## src/rtl/lcd_mode_arbiter_if.sv

```systemverilog
// lcd_mode_arbiter_if
// UART mode-byte handshake between the serial receiver (master) and the
// LCD mode arbiter (slave).
//
// Handshake: a byte transfers on a rising clk edge where uart_valid and
// uart_ready are both high. The master holds uart_mode stable while
// uart_valid is high. uart_ready depends only on arbiter state, never on
// uart_valid.
interface lcd_mode_arbiter_if;
  logic       uart_valid;
  logic [7:0] uart_mode;
  logic       uart_ready;

  modport master (
    output uart_valid,
    output uart_mode,
    input  uart_ready
  );

  modport slave (
    input  uart_valid,
    input  uart_mode,
    output uart_ready
  );
endinterface

```

## src/rtl/lcd_mode_arbiter.sv

```systemverilog
// lcd_mode_arbiter
// Shares the LCD1602 driver's single mode byte between the Nios PIO mode
// export (level, change-detected) and a UART-received mode byte
// (valid/ready). One requester is granted at a time. Its byte is driven on
// mode_out with a one-cycle mode_strobe, and it is then held for
// HOLD_CYCLES clocks before the next grant.
//
// Optional build macro: LCD_ARB_FIXED_PRIO_EN
//   defined   -> when both requesters are pending, UART always wins the tie
//                (the CPU can be starved).
//   undefined -> round-robin tie-break against the last granted owner.
//
// state_dbg exposes the FSM state: 0 = IDLE, 1 = LOAD, 2 = HOLD.
module lcd_mode_arbiter #(
  parameter int         HOLD_CYCLES  = 50000000,
  parameter int         CNT_W        = 26,
  parameter logic [7:0] DEFAULT_MODE = 8'h00
) (
  input  logic                 clk,
  input  logic                 reset_n,
  input  logic [7:0]           cpu_mode,
  lcd_mode_arbiter_if.slave    uart,
  output logic [7:0]           mode_out,
  output logic                 mode_strobe,
  output logic                 busy,
  output logic                 owner,
  output logic [1:0]           state_dbg
);

  localparam logic [1:0] ST_IDLE = 2'd0;
  localparam logic [1:0] ST_LOAD = 2'd1;
  localparam logic [1:0] ST_HOLD = 2'd2;

  localparam logic [CNT_W-1:0] CNT_LOAD = CNT_W'(HOLD_CYCLES - 1);
  localparam logic [CNT_W-1:0] CNT_ONE  = CNT_W'(1);

  // FSM and timing
  logic [1:0]       state_q, state_d;
  logic [CNT_W-1:0] cnt_q, cnt_d;
  logic             sel_q, sel_d;          // 0 = CPU, 1 = UART
  logic             last_owner_q, last_owner_d;

  // CPU request slot
  logic [7:0]       cpu_prev_q, cpu_prev_d;
  logic             cpu_pend_q, cpu_pend_d;
  logic [7:0]       cpu_val_q, cpu_val_d;

  // UART request slot
  logic             uart_pend_q, uart_pend_d;
  logic [7:0]       uart_val_q, uart_val_d;

  // Registered outputs
  logic [7:0]       mode_out_q, mode_out_d;
  logic             mode_strobe_q, mode_strobe_d;
  logic             busy_q, busy_d;
  logic             owner_q, owner_d;

  // Request-side helpers
  logic             cpu_change;
  logic             uart_accept;
  logic             pick_uart;
  logic             clear_cpu;
  logic             clear_uart;

  assign cpu_change  = (cpu_mode != cpu_prev_q);
  assign uart_accept = uart.uart_valid && !uart_pend_q;

  // UART slot is a single byte; ready simply means the slot is empty
  assign uart.uart_ready = !uart_pend_q;

  assign mode_out    = mode_out_q;
  assign mode_strobe = mode_strobe_q;
  assign busy        = busy_q;
  assign owner       = owner_q;
  assign state_dbg   = state_q;

  // Tie-break: decides whether UART is granted when IDLE sees a request
`ifdef LCD_ARB_FIXED_PRIO_EN
  assign pick_uart = uart_pend_q;
`else
  // Both pending: grant whoever did not own the last grant
  assign pick_uart = uart_pend_q && (!cpu_pend_q || !last_owner_q);
`endif

  // Next-state logic for the FSM, request slots and outputs
  always_comb begin
    state_d       = state_q;
    cnt_d         = cnt_q;
    sel_d         = sel_q;
    last_owner_d  = last_owner_q;
    cpu_prev_d    = cpu_prev_q;
    cpu_pend_d    = cpu_pend_q;
    cpu_val_d     = cpu_val_q;
    uart_pend_d   = uart_pend_q;
    uart_val_d    = uart_val_q;
    mode_out_d    = mode_out_q;
    mode_strobe_d = 1'b0;
    owner_d       = owner_q;
    clear_cpu     = 1'b0;
    clear_uart    = 1'b0;

    case (state_q)
      ST_IDLE: begin
        if (cpu_pend_q || uart_pend_q) begin
          sel_d   = pick_uart;
          state_d = ST_LOAD;
        end
      end

      ST_LOAD: begin
        // The winner's slot value is sampled here, so a CPU change that
        // landed during LOAD is shown by this grant only if it arrived
        // before this edge; later ones stay pending for the next grant.
        mode_out_d    = sel_q ? uart_val_q : cpu_val_q;
        mode_strobe_d = 1'b1;
        owner_d       = sel_q;
        last_owner_d  = sel_q;
        clear_uart    = sel_q;
        clear_cpu     = !sel_q;
        cnt_d         = CNT_LOAD;
        state_d       = ST_HOLD;
      end

      ST_HOLD: begin
        if (cnt_q == '0) begin
          state_d = ST_IDLE;
        end else begin
          cnt_d = cnt_q - CNT_ONE;
        end
      end

      default: begin
        state_d = ST_IDLE;
      end
    endcase

    // CPU slot: a fresh change overrides a same-edge grant clear
    if (clear_cpu) begin
      cpu_pend_d = 1'b0;
    end
    if (cpu_change) begin
      cpu_pend_d = 1'b1;
      cpu_val_d  = cpu_mode;
      cpu_prev_d = cpu_mode;
    end

    // UART slot: accept and clear are mutually exclusive since ready is low while full
    if (clear_uart) begin
      uart_pend_d = 1'b0;
    end
    if (uart_accept) begin
      uart_pend_d = 1'b1;
      uart_val_d  = uart.uart_mode;
    end

    busy_d = (state_d != ST_IDLE);
  end

  // State registers with asynchronous active-low reset
  always_ff @(posedge clk or negedge reset_n) begin
    if (!reset_n) begin
      state_q       <= ST_IDLE;
      cnt_q         <= '0;
      sel_q         <= 1'b0;
      last_owner_q  <= 1'b1;
      cpu_prev_q    <= DEFAULT_MODE;
      cpu_pend_q    <= 1'b0;
      cpu_val_q     <= DEFAULT_MODE;
      uart_pend_q   <= 1'b0;
      uart_val_q    <= 8'h00;
      mode_out_q    <= DEFAULT_MODE;
      mode_strobe_q <= 1'b0;
      busy_q        <= 1'b0;
      owner_q       <= 1'b0;
    end else begin
      state_q       <= state_d;
      cnt_q         <= cnt_d;
      sel_q         <= sel_d;
      last_owner_q  <= last_owner_d;
      cpu_prev_q    <= cpu_prev_d;
      cpu_pend_q    <= cpu_pend_d;
      cpu_val_q     <= cpu_val_d;
      uart_pend_q   <= uart_pend_d;
      uart_val_q    <= uart_val_d;
      mode_out_q    <= mode_out_d;
      mode_strobe_q <= mode_strobe_d;
      busy_q        <= busy_d;
      owner_q       <= owner_d;
    end
  end

endmodule

```

## src/flat_wrapper.sv

```systemverilog
// flat-port wrapper written by rule: the top's interface ports become plain ports
module lcd_mode_arbiter_flat 
#(
  parameter int         HOLD_CYCLES  = 50000000,
  parameter int         CNT_W        = 26,
  parameter logic [7:0] DEFAULT_MODE = 8'h00
)
  (clk, reset_n, cpu_mode, mode_out, mode_strobe, busy, owner, state_dbg, uart_uart_valid, uart_uart_mode, uart_uart_ready);
  lcd_mode_arbiter_if uart_i ();
  input  logic clk;
  input  logic reset_n;
  input  logic [7:0] cpu_mode;
  output logic [7:0] mode_out;
  output logic mode_strobe;
  output logic busy;
  output logic owner;
  output logic [1:0] state_dbg;
  input wire logic [$bits(uart_i.uart_valid)-1:0] uart_uart_valid;
  input wire logic [$bits(uart_i.uart_mode)-1:0] uart_uart_mode;
  output wire logic [$bits(uart_i.uart_ready)-1:0] uart_uart_ready;
  assign uart_i.uart_valid = uart_uart_valid;
  assign uart_i.uart_mode = uart_uart_mode;
  assign uart_uart_ready = uart_i.uart_ready;
  lcd_mode_arbiter #(.HOLD_CYCLES(HOLD_CYCLES), .CNT_W(CNT_W), .DEFAULT_MODE(DEFAULT_MODE)) u_core (.clk(clk), .reset_n(reset_n), .cpu_mode(cpu_mode), .uart(uart_i), .mode_out(mode_out), .mode_strobe(mode_strobe), .busy(busy), .owner(owner), .state_dbg(state_dbg));
endmodule
```

## config.mk

```make
export PLATFORM = sky130hd
export DESIGN_NAME = lcd_mode_arbiter_flat
export DESIGN_NICKNAME = d
export VERILOG_FILES = /design/src/rtl/lcd_mode_arbiter_if.sv /design/src/rtl/lcd_mode_arbiter.sv /design/src/flat_wrapper.sv
export SDC_FILE = /design/constraint.sdc
export NUM_CORES = 1
export LEC_CHECK = 0
export ABC_AREA = 0
export CELL_PAD_IN_SITES_DETAIL_PLACEMENT = 0
export CELL_PAD_IN_SITES_GLOBAL_PLACEMENT = 2
export CORE_MARGIN = 5
export CORE_UTILIZATION = 39
export DETAILED_ROUTE_END_ITERATION = 6
export HOLD_SLACK_MARGIN = 0.06
export PLACE_DENSITY = 0.91
export SLEW_MARGIN = 20
export SYNTH_ARGS = -nofsm -noshare
export SYNTH_HDL_FRONTEND = slang
export SYNTH_SLANG_ARGS = --single-unit
export TNS_END_PERCENT = 30
```

## constraint.sdc

```tcl
create_clock -name clk -period 5.5 [get_ports clk]
set_input_delay 1.1 -clock clk [delete_from_list [all_inputs] [get_ports clk]]
set_output_delay 1.1 -clock clk [all_outputs]
set_load 0.01 [all_outputs]
```

==> results.yml <==
power:
  total_power_mw: 1.02
  p_leak_nw: 1.36
  irDropWorstVdd_uv: 181
  power_density_mw_per_mm2: 292
setup_path:
  criticalPathCategory: "reg2out"
  rrSetupSlack_ns: 2.58
  cp_top_family: "flip-flops"
  rr_startpoint: "u_core.state_dbg[1]$_DFF_PN0_"
  endpoint_kind: "output port"
  worst-endpoint-required_ns: 4.40
  timing.critical_path.buf_inv: 1
  cp_slowest_cell: "dfrtp_1"
  crit_chain: "clkdlybuf4s50_1"
  cpPeakStageDelay_ns: 0.88
  crit_arrival_ns: 1.90
  setup.worst_path.start: "u_core.state_dbg[0]$_DFF_PN0_"
  crit_path_max_fanout: 30
  startpoint_type: "flip-flop"
place:
  post-place-ws_ns: 2.52
  place_area_mm2: 0.00329
  dp_hpwl_mm: 4.26
  dpl.cell_count: 398
  place.gp.congestion: 0.813
  portBuffers: 32
outcome:
  status: "completed"
finish:
  drive_gt1_share_pct: 11.7
  num_antenna_cells: 0
  seqCellArea_mm2: 0.00148
  final_nets: 330
  fillCellCount: 710
  layout_common_cells: "dfrtp_1 (58), nor2_1 (31), clkdlybuf4s50_1 (31), nand2_1 (21)"
  stdcell_count: 414
  multi_input_area_mm2: 0.00134
  syn_to_final_growth_pct: 19.9
  post-route-util_pct: 48.0
  layout_commonest_cell: "dfrtp_1"
  final_area_mm2: 0.00350
synthesis:
  netlist_area_mm2: 0.00292
  ys_seq_elements: 59
  synth_nets: 306
  ys.warnings.count: 0
  ys_dominant_reg_cell: "dfrtp_1"
  syn_avg_cell_area_um2: 10.2
  synthArstFlopShare_pct: 100
  synth_edf_count: 0
  yosysSeqAreaShare_pct: 50.6
  ys_types: 56
  synth_cells: 286
clock_network:
  cts_post_setup_buffers_inserted: 0
  cts.clk_slew.worst_paths_ns: 0.07
  clockBufferDepth: 2
  cts.repair.resized: 0
  cts_tree: "done"
  h-tree-depth: 3
  cts_hold_buf: 0
  cts_root_buffer: "clkbuf_8"
  insertion_delay_ns: 0.34
  clock_sinks: 59
  numCtsBuffers: 9
sta:
  fin_setup_tns_ns: 0
  finalSetupViolations: 0
  timing.final.crit_period_ns: 3.00
  holdWs_ns: 0.458
  period_share_pct: 54.5
  fmax_mhz: 334
  hold_violations: 0
  fin_skew_ns: 0.00577
  drv_slew: 0
  slew_headroom_pct: 42.6
  rsz0062_at_grt: "no"
  fin_ws_ns: 2.50
  tightest_slew_ns: 0.858
drt:
  drc: 0
  drtIter0Drc: 154
  num_vias: 2201
  vias_per_cell: 5.32
  routed_wirelength_mm: 6.21
  routedWlPerCell_um: 15.0
  dr.pass1.iters: 4
  ant_nets: 0
floorplanning:
  rows: 31
  die_y_um: 96.6
  fp.coreArea_mm2: 0.00729
  dieArea_mm2: 0.00933
  io_pins: 33
  initial_core_util_pct: 40.1
  die_w_um: 96.6
grt:
  grt_max_degree: 60
  grtUsageTotal_pct: 15.2
  antenna_found_initial: 0
  grt_pass1_vias: 2191
  grt_overflow: 0
  grt_pass1_wl_mm: 10.7
hold_path:
  hold_path.class: "reg2reg"
  worstHoldStart: "u_core.last_owner_q$_DFFE_PN1P_"
run:
  maxCapViolCount: 0
==> path summary, 6_finish.rpt <==
| check | to | cells after the start |
|---|---|---|
| worst max-delay path | state_dbg[0] | 1 |
| worst min-delay path | u_core.last_owner_q$_DFFE_PN1P_ | 2 |
| worst max register to register | u_core.cnt_q[25]$_DFFE_PN0P_ | 5 |
| worst min register to register | u_core.last_owner_q$_DFFE_PN1P_ | 2 |
| max in group asynchronous | u_core.cnt_q[23]$_DFFE_PN0P_ | 2 |
| min in group asynchronous | u_core.cnt_q[2]$_DFFE_PN0P_ | 2 |
==> cell usage after synthesis, drive strengths merged (3+ instances only) <==
cell type | count | share of area, %
xnor2 | 4 | 1.2
o31ai | 4 | 1.5
nor2 | 31 | 4.0
a2111oi | 3 | 1.1
o21ai | 16 | 2.7
dfrtp | 58 | 50
or2 | 4 | 0.86
mux2i | 11 | 3.8
nor4 | 5 | 1.3
xor2 | 8 | 2.4
or4 | 4 | 1.0
nand3 | 3 | 0.51
nand2b | 7 | 1.8
o311ai | 7 | 2.1
a31oi | 3 | 0.64
inv | 5 | 0.64
o211ai | 3 | 0.77
clkbuf | 18 | 2.3
nor3 | 10 | 2.2
mux2 | 8 | 3.1
a21oi | 13 | 2.2
or3 | 8 | 1.7
nand2 | 21 | 2.7
==> registers in the layout, indices dropped and copies added, names as in the netlist, 2 cells and up <==
| signal | count |
|---|---|
| u_core.uart_val_q | 8 |
| u_core.cnt_q | 26 |
| u_core.state_dbg | 2 |
| u_core.cpu_val_q | 8 |
| u_core.mode_out | 8 |
==> kinds of logic (layout without fill, tap and decap cells) <==
logic type      after synthesis  after routing  synth area share [%]
fa+ha+maj                     1              1                 0.428
simple gates                103            103                  19.0
compound gates               66             66                  16.0
mux                          19             19                  6.85
flops                        59             59                  50.6
buf+inv                      26             55                  3.60
xor+xnor                     12             12                  3.60
==> worst reg2reg max path, delay by kind of cell (launching register included) <==
family | cells | cell delay (ns)
flip-flops | 1 | 0.76
AO/OA/AOI/OAI | 2 | 0.58
AND/OR/NAND/NOR | 1 | 0.38
buffers and inverters | 2 | 1.05
==> metal layers <==
layer / vias to the layer above / share of wire (%) / global-route usage [%] / wire, um
li1: 1090 / - / - / -
met1: 1056 / 47 / 20.2 / 2940
met2: 45 / 47 / 23.4 / 2900
met3: 10 / 4.1 / 3.64 / 257
met4: 0 / 1.8 / 7.01 / 112
met5: - / 0 / 0 / 0
==> power by group <==
group | switching, mW | internal, mW
combinational | 0.0330 | 0.0561
sequential | 0.0243 | 0.474
clock | 0.180 | 0.256
==> cell type report <==
class / count / share of cell area [%]
Clock inverter: 6 / 2.54
Clock buffer: 10 / 3.64
Tap cell: 99 / 3.54
Timing Repair Buffer: 33 / 9.21
Sequential cell: 59 / 42.2
Multi-Input combinational cell: 201 / 38.3
Inverter: 6 / 0.643
Power figures use the tool's default switching activity.
